==> config.mk <==
export PLATFORM = sky130hd
export DESIGN_NAME = freq_meter_nch
export DESIGN_NICKNAME = d
export VERILOG_FILES = /design/src/rtl/freq_meter_pkg.sv /design/src/rtl/freq_meter_nch_sync.sv /design/src/rtl/freq_meter_nch.sv
export SDC_FILE = /design/constraint.sdc
export NUM_CORES = 1
export LEC_CHECK = 0
export BUFFER_PORTS_ARGS = -buffer_cell sky130_fd_sc_hd__buf_4
export CAP_MARGIN = 40
export CORE_UTILIZATION = 49
export DETAILED_ROUTE_END_ITERATION = 10
export MAX_ROUTING_LAYER = met4
export PLACE_DENSITY_LB_ADDON = 0.12
export SYNTH_ARGS = -nofsm -noshare
export SYNTH_HDL_FRONTEND = slang
export SYNTH_SLANG_ARGS = --single-unit
==> constraint.sdc <==
create_clock -name clk -period 6.3 [get_ports clk]
set_clock_uncertainty 0.05 [all_clocks]
set_input_delay 1.26 -clock clk [delete_from_list [all_inputs] [get_ports clk]]
set_output_delay 1.26 -clock clk [all_outputs]
set_load 0.03 [all_outputs]
==> src/rtl/freq_meter_pkg.sv <==
// Shared constants for the multi-channel gated frequency meter: FSM states,
// gate_sel encodings and the elaboration-time gate-length helpers.
package freq_meter_pkg;

    typedef logic [0:0] state_t;
    localparam state_t ST_IDLE = 1'b0;
    localparam state_t ST_GATE = 1'b1;

    localparam logic [1:0] GSEL_DIV1    = 2'd0;
    localparam logic [1:0] GSEL_DIV10   = 2'd1;
    localparam logic [1:0] GSEL_DIV100  = 2'd2;
    localparam logic [1:0] GSEL_DIV1000 = 2'd3;

    function automatic int unsigned gate_len(input int unsigned clk_hz, input logic [1:0] sel);
        case (sel)
            GSEL_DIV1:    return clk_hz;
            GSEL_DIV10:   return clk_hz / 10;
            GSEL_DIV100:  return clk_hz / 100;
            default:      return clk_hz / 1000;
        endcase
    endfunction

    // The timer only ever reaches gate_len-1, and the longest gate is clk_hz cycles.
    function automatic int unsigned timer_w(input int unsigned clk_hz);
        return (clk_hz < 2) ? 1 : $clog2(clk_hz);
    endfunction

endpackage

==> src/rtl/freq_meter_nch_sync.sv <==
// Per-pin synchroniser chain, previous-value flop and rising-edge pulse.
module sync_edge_det
    import freq_meter_pkg::*;
#(
    parameter int unsigned SYNC_STAGES = 2
) (
    input  logic clk,
    input  logic reset,
    input  logic sig_in,
    output logic edge_out
);

    logic [SYNC_STAGES-1:0] sync_q, sync_d;
    logic                   prev_q, prev_d;

    always_comb begin
        sync_d = {sync_q[SYNC_STAGES-2:0], sig_in};
        prev_d = sync_q[SYNC_STAGES-1];
    end

    always_ff @(posedge clk) begin
        if (reset) begin
            sync_q <= '0;
            prev_q <= 1'b0;
        end else begin
            sync_q <= sync_d;
            prev_q <= prev_d;
        end
    end

    assign edge_out = sync_q[SYNC_STAGES-1] & ~prev_q;

endmodule

==> src/rtl/freq_meter_nch.sv <==
// Multi-channel gated frequency counter: counts synchronised rising edges per
// channel over back-to-back gate windows and latches saturated results.
//   state   | meaning
//   ST_IDLE | no gate open, accumulators cleared, gate_sel tracked
//   ST_GATE | gate open, timer running, edges accumulated
module freq_meter_nch
    import freq_meter_pkg::*;
#(
    parameter int unsigned NCH         = 4,
    parameter int unsigned CW          = 27,
    parameter int unsigned CLK_HZ      = 100000000,
    parameter int unsigned SYNC_STAGES = 2
) (
    input  logic              clk,
    input  logic              reset,
    input  logic              enable,
    input  logic [1:0]        gate_sel,
    input  logic [NCH-1:0]    sig_in,
    output logic [NCH*CW-1:0] count_out,
    output logic [NCH-1:0]    overflow,
    output logic              valid,
    output logic              busy
);

    localparam int unsigned TW = timer_w(CLK_HZ);
    localparam int unsigned MW = $clog2(SYNC_STAGES + 2);
    localparam logic [TW-1:0] TERM_DIV1    = TW'(gate_len(CLK_HZ, GSEL_DIV1) - 1);
    localparam logic [TW-1:0] TERM_DIV10   = TW'(gate_len(CLK_HZ, GSEL_DIV10) - 1);
    localparam logic [TW-1:0] TERM_DIV100  = TW'(gate_len(CLK_HZ, GSEL_DIV100) - 1);
    localparam logic [TW-1:0] TERM_DIV1000 = TW'(gate_len(CLK_HZ, GSEL_DIV1000) - 1);

    // The shortest gate is the /1000 one; a gate under 2 cycles cannot open and close.
    if (gate_len(CLK_HZ, GSEL_DIV1000) < 2) begin : g_gate_len_err
        $error("freq_meter_nch: CLK_HZ too small, shortest gate below 2 cycles");
    end
    if (SYNC_STAGES < 2) begin : g_sync_err
        $error("freq_meter_nch: SYNC_STAGES must be at least 2");
    end

    logic [NCH-1:0] edge_raw, edge_m, sat;
    logic [NCH-1:0][CW-1:0] sum;

    for (genvar k = 0; k < NCH; k++) begin : g_ch
        sync_edge_det #(.SYNC_STAGES(SYNC_STAGES)) u_sync (
            .clk      (clk),
            .reset    (reset),
            .sig_in   (sig_in[k]),
            .edge_out (edge_raw[k])
        );
    end

    state_t                 state_q, state_d;
    logic [TW-1:0]          timer_q, timer_d, term;
    logic [1:0]             sel_q, sel_d;
    logic [NCH-1:0][CW-1:0] acc_q, acc_d, cnt_q, cnt_d;
    logic [NCH-1:0]         acc_ovf_q, acc_ovf_d, ovf_q, ovf_d;
    logic                   valid_q, valid_d;
    logic [MW-1:0]          mask_q, mask_d;
    logic                   mask_done;

    // Hide edges until the sync chain and prev flop hold real pin history.
    assign mask_done = (mask_q == MW'(SYNC_STAGES + 1));
    assign edge_m    = mask_done ? edge_raw : '0;

    always_comb begin
        case (sel_q)
            GSEL_DIV1:   term = TERM_DIV1;
            GSEL_DIV10:  term = TERM_DIV10;
            GSEL_DIV100: term = TERM_DIV100;
            default:     term = TERM_DIV1000;
        endcase
    end

    always_comb begin
        sat = '0;
        sum = acc_q;
        for (int k = 0; k < NCH; k++) begin
            sat[k] = edge_m[k] & (acc_q[k] == {CW{1'b1}});
            sum[k] = sat[k] ? acc_q[k] : acc_q[k] + CW'(edge_m[k]);
        end
    end

    always_comb begin
        state_d   = state_q;
        timer_d   = timer_q;
        sel_d     = sel_q;
        acc_d     = acc_q;
        acc_ovf_d = acc_ovf_q;
        cnt_d     = cnt_q;
        ovf_d     = ovf_q;
        valid_d   = 1'b0;
        mask_d    = mask_done ? mask_q : mask_q + MW'(1);
        case (state_q)
            ST_IDLE: begin
                timer_d   = '0;
                acc_d     = '0;
                acc_ovf_d = '0;
                sel_d     = gate_sel;
                if (enable) state_d = ST_GATE;
            end
            ST_GATE: begin
                if (timer_q == term) begin
                    cnt_d     = sum;
                    ovf_d     = acc_ovf_q | sat;
                    valid_d   = 1'b1;
                    acc_d     = '0;
                    acc_ovf_d = '0;
                    timer_d   = '0;
                    sel_d     = gate_sel;
                    state_d   = enable ? ST_GATE : ST_IDLE;
                end else if (!enable) begin
                    acc_d     = '0;
                    acc_ovf_d = '0;
                    timer_d   = '0;
                    state_d   = ST_IDLE;
                end else begin
                    acc_d     = sum;
                    acc_ovf_d = acc_ovf_q | sat;
                    timer_d   = timer_q + TW'(1);
                end
            end
            default: state_d = ST_IDLE;
        endcase
    end

    always_ff @(posedge clk) begin
        if (reset) begin
            state_q   <= ST_IDLE;
            timer_q   <= '0;
            sel_q     <= '0;
            acc_q     <= '0;
            acc_ovf_q <= '0;
            cnt_q     <= '0;
            ovf_q     <= '0;
            valid_q   <= 1'b0;
            mask_q    <= '0;
        end else begin
            state_q   <= state_d;
            timer_q   <= timer_d;
            sel_q     <= sel_d;
            acc_q     <= acc_d;
            acc_ovf_q <= acc_ovf_d;
            cnt_q     <= cnt_d;
            ovf_q     <= ovf_d;
            valid_q   <= valid_d;
            mask_q    <= mask_d;
        end
    end

    assign count_out = cnt_q;
    assign overflow  = ovf_q;
    assign valid     = valid_q;
    assign busy      = (state_q == ST_GATE);

endmodule

# Word-level counts from Yosys, hierarchy flattened
# Index checks and enable logic that the tools add are counted.
# op_classes
add_sub_neg	6
n_eq_ne	9
n_mux	19
bitwise_logic	14
n_reduce_logical	3
# ops
operator	n
$mux W108	2
$pmux W108 S2	1
$mux W27	6
$add A27 B1 Y27	4
$eq A27 B27 Y1 const B	4
$pmux W27 S3	1
$pmux W27 S2	1
$add A27 B1 Y27 const B	1
$eq A27 B27 Y1	1
$mux W4	3
$and A1 B1 Y1	8
$pmux W4 S2	1
$not A1 Y1	5
$eq A2 B2 Y1 const B	2
$or A4 B4 Y4	1
$pmux W2 S2	1
$add A2 B1 Y2 const B	1
$eq A2 B1 Y1 const B	1
$logic_not A2 Y1	1
$mux W1	2
$mux W2	1
$ne A2 B1 Y1 const B	1
$reduce_and A2 Y1	1
$reduce_or A2 Y1	1
# totals
ff_bits	269

# Longest topological paths before layout
# logic_depth
ltp_word	8
depth_mapped	12
ltp_nobuf	11

# Hierarchy
# A second synthesis with hierarchy kept.
# unflattened
hier_cells	1245
hier_area_um2	11010.6
# modules_own_cells
module	instances	cells_each	area_per_inst_um2	seq_area_each_um2
freq_meter_nch	1	1217	10660.2	5144.9
sync_edge_det	4	7	87.6	60.1

# Worst setup path before layout
# No wires, ideal clock.
# synth_path
path_kind	reg-to-reg
from	register mask_q[0]
to	register cnt_q, in the netlist count_out[20]
setup_ns	0.146
arrival_ns	2.340
required_ns	6.104
path_slack_ns	3.764
stages_incl_launch_ff	13
cell_sequence	dfxtp_1 ha_1 buf_4 nand3b_1 inv_1 ha_1 ha_1 and4_1 or3b_1 buf_2 nor4_1 xnor2_1 a211oi_2
# synth_between
elab_chain_len	4
word_cells_on_any_way	5
classes_between	1 x add/sub; 1 x eq/ne; 2 x mux; 1 x bitwise
# synth_rtl
item	line_no	text
start: declaration	freq_meter_nch.sv:58	logic [MW-1:0] mask_q, mask_d;
start signal: assignment	freq_meter_nch.sv:146	mask_q <= mask_d;
$eq A2 B2 Y1 (*)	freq_meter_nch.sv:62	assign mask_done = (mask_q == MW'(SYNC_STAGES + 1));
$mux W4 (*)	freq_meter_nch.sv:63	assign edge_m = mask_done ? edge_raw : '0;
$add A27 B1 Y27 / $and A1 B1 Y1 (equally long branches)	freq_meter_nch.sv:79, freq_meter_nch.sv:78	
$mux W27 (*)	freq_meter_nch.sv:79	sum[k] = sat[k] ? acc_q[k] : acc_q[k] + CW'(edge_m[k]);
end signal: assignment	freq_meter_nch.sv:143	cnt_q <= cnt_d;
end: declaration	freq_meter_nch.sv:55	logic [NCH-1:0][CW-1:0] acc_q, acc_d, cnt_q, cnt_d;
# Every way passes the cells marked *; elsewhere a longest branch is shown, timed or not.
# A chain may end at the register's enable or synchronous reset.

# Worst setup path in the final report
# layout_path
from	register sel_q[0]
to	register timer_q[4]
# layout_between
elab_chain_len	5
word_cells_on_any_way	7
classes_between	3 x eq/ne; 3 x mux; 1 x reduce/logical
# layout_rtl
item	line_no	text
start: declaration	freq_meter_nch.sv:54	logic [1:0] sel_q, sel_d;
start signal: assignment	freq_meter_nch.sv:140	sel_q <= sel_d;
$eq A2 B2 Y1, or another cell as far along	freq_meter_nch.sv:66	case (sel_q)
$pmux W27 S3 (*)	freq_meter_nch.sv:66	
$eq A27 B27 Y1 (*)	freq_meter_nch.sv:102	if (timer_q == term) begin
$mux W27 (*)	freq_meter_nch.sv:102	
$pmux W27 S2 (*)	freq_meter_nch.sv:93	case (state_q)
end signal: assignment	freq_meter_nch.sv:139	timer_q <= timer_d;
end: declaration	freq_meter_nch.sv:53	logic [TW-1:0] timer_q, timer_d, term;
# Marks and branches as above.

==> metrics.md <==
| Metric | Value |
|---|---|
| Status | `finished clean` |
| Synth Area in Simple Gates | `26.1%` |
| Synthesized net count | `about 1,300` |
| Layout cells sized above 1 | `18.6%` |
| Hold WS | `0.386 ns` |
| Setup violators final | `0` |
| Gr busiest metal | `met2` |
| Site Rows | `between 50 and 60` |
| Req. time, crit path | `roughly 6.6 ns` |
| Clock buffer depth | `3` |
| Largest family of logic cells by synthesized area | `simple AND/OR/NAND/NOR gates` |
| Initial Utilization | `50.1%` |
| Met1 Use GR | `around 30%` |
| Worst-Margin Slew | `0.903 ns` |
| I/O Buffers | `~120` |
| Ys async rst share | `0%` |
| Synthesized area | `11,300 um2` |
| CTS resizes | `0` |
| Post-Synthesis Cells | `1,232` |
| Sequential area share after synthesis | `47.5%` |
| Total track usage | `21.7%` |
| Final GP Congestion | `roughly 0.82` |
| CP endpoint kind | `flip-flop` |
| CTS Root Cell | `clkbuf_16` |
| XOR/XNOR Fraction of Synth Area | `9.20%` |
| Pins Over Slew Limit | `0` |
| Pleak | `4.65 nW` |
| Initial DRT Pass Iterations | `7` |
| EDFF count, synth | `0` |
| Met2 Usage GRT | `between 30% and 40%` |
| Clock slew at reported path FFs | `around 0.060 ns` |
| Residual DRC count | `0` |
| Hold WC Path Type | `reg2reg` |
| Crit-path max FO | `slightly above 80` |
| Setup TNS | `0 ns` |
| RSZ-0062 raised after global routing | `false` |
| Drt via density | `~5.4` |
| Crit Path Class | `reg2reg` |
| Post-route ant nets | `0` |
| Post-CTS setup buffers | `0` |
| Setup ws final | `2.82 ns` |
| Initial antenna violation count | `0` |
| Ys flop type | `dfxtp_1` |
| Fin crit period | `3.48 ns` |
| Worst skew pair latency | `0.53 ns` |
| Slew Limit Headroom | `39.8%` |
| H-tree Lvls | `1` |
| Synthesis warning total | `0` |
| Die outline height | `154 um` |
| Post-DP HPWL | `17,100 um` |
| WL final | `25,200 um` |
| Complex-gate fraction of the synthesized area | `roughly 11%` |
| Total CTS buffers | `28` |
| Die ar. | `23,700 um2` |
| First-pass GRT wire length | `41,700 um` |
| Overflow after GRT | `0` |
| VDD IR max | `around 0.17 mV` |
| PwrDens | `261 nW/um2` |
| Post-Synth Adder-Cell Area | `1.88%` |
| Post-synthesis mux area share | `0.530%` |
| Clk sinks | `269` |
| Final period utilization | `between 50 and 60%` |
| Yosys cell types | `between 40 and 50` |
| Vias in the first global route | `8,384` |
| Yosys reg bits | `269` |
| Chip Width | `about 150 um` |
| Max-Cap Viols | `0` |
| CP arrival | `3.81 ns` |
| Core area | `approximately 23,000 um2` |
| Total Nets Final | `1,354` |
| Mapped Avg Cell Area | `9.20 um2` |
| Final Hold Vio Count | `0` |
| Pre-CTS setup slack | `2.46 ns` |
| Diodes inserted | `0` |
| Startpoint Class | `flip-flop` |
| Fmax | `287 MHz` |
| CTS tree | `done` |
| Initial drt markers | `~380` |
| Area growth syn-to-layout | `17.8%` |
| I/O pin total | `123` |
| Vias | `roughly 8,900` |
| GR Util met3 | `2.79%` |
| CTS Hold Bufs | `0` |
| Routed length per instance | `approximately 15 um` |
| Largest net degree at the start of global routing | `83` |
## layout by cell type, fill, tap and decap left out, types with 12 or more instances in the layout
master     count
a211oi_1      48
ha_1          17
xnor2_1       40
and4_1        16
a211oi_2      50
xor2_1        79
nor2_1       259
buf_4        127
a21oi_1       24
nor2_2        12
and3_1        25
dfxtp_1      269
nand2_1       62
nand3_1       59
clkbuf_16     29
nor3_1        27
inv_1         15
nand4_1       60
nor2b_1       18
## worst max-delay path: stages, from the launching register on
cell and delay (ns):
dfxtp_1 0.44, inv_1 0.16, ha_1 0.36, xnor2_1 0.15
nand4_1 0.15, nor4_1 0.27, nand2_1 0.19, nand3_4 0.57
buf_4 0.81, nor2_1 0.12
## power breakdown
group / leakage [nW] / switching [mW] / internal [mW]
Sequential: 2.17 / 0.00501 / 1.71
Combinational: 1.99 / 0.0398 / 0.0199
Clock: 0.488 / 0.653 / 1.06
## sequential cells by signal, summed over array words and instances, names as in the netlist
register	cells
mask_q	2
acc_ovf_q	4
valid	1
count_out	108
acc_q	108
g_ch.u_sync.sync_q	8
g_ch.u_sync.prev_q	4
overflow	4
sel_q	2
timer_q	27
busy	1
## area by class of cell
type                            count  area (um2)
Inverter                           15        56.3
Timing Repair Buffer              130        1010
Sequential cell                   269        5390
Multi-Input combinational cell    884        5570
Tap cell                          285         357
Fill cell                        1999        9290
Clock buffer                       40         817
Clock inverter                     12         160
## logic make-up (layout without fill, tap and decap cells)
kind of cell	after synthesis	count (layout)
buf+inv	79	197
xor+xnor	119	119
simple gates	596	596
flops	269	269
compound gates	146	146
mux	6	6
fa+ha+maj	17	17
## layer usage
| metal | part of all wire [%] | vias up |
|---|---|---|
| li1 | - | 4489 |
| met1 | 48 | 4188 |
| met2 | 47 | 183 |
| met3 | 3.9 | 20 |
| met4 | 1.2 | 0 |
| met5 | 0 | - |
## worst paths after layout
path,start,to,slack (ns),cells past startpoint
worst max register to register,sel_q[0],timer_q[4],2.82,9
worst max-delay path,sel_q[0],timer_q[4],2.82,9
worst min register to register,g_ch[3].u_sync.sync_q[0],g_ch[3].u_sync.sync_q[1],0.39,1
worst min-delay path,g_ch[3].u_sync.sync_q[0],g_ch[3].u_sync.sync_q[1],0.39,1
## through the flow
step	util, %	cells	power [mW]	instance area [um2]
after floorplan	-	1232	1.79	11300
after global placement	54.4	1580	1.81	12300
after detailed placement	54.7	1583	1.81	12400
after CTS	59.0	1635	3.53	13400
after global routing	59.0	1635	3.61	13400
final	59.0	1635	3.49	13400
## cells in the mapped netlist, types with 2 or more instances
master	count	area (um2)
inv_1	15	56.3
and2_1	10	62.6
buf_6	4	45.0
nor4_2	3	37.5
mux2i_1	6	60.1
xor2_1	79	692
nand3b_1	8	60.1
nand3_1	60	300
dfxtp_1	269	5390
buf_8	2	30.0
xnor2_1	40	350
nor2b_1	18	113
a31oi_1	8	50.1
nand4_1	60	375
o22ai_1	4	25.0
nor3b_1	6	45.0
or3_1	3	18.8
ha_1	17	213
nor4_1	9	56.3
and3_1	27	169
nor3_1	27	135
nand4b_1	3	26.3
nand2_1	62	233
nor4_4	2	42.5
o21ai_0	5	25.0
and4_1	16	140
buf_4	2	15.0
nand2b_1	5	31.3
nor2_2	12	75.1
nor2_1	259	972
a211oi_1	48	360
clkbuf_1	19	71.3
a21oi_1	24	120
buf_2	36	180
a211oi_2	50	626
(Power assumes the default switching activity.)
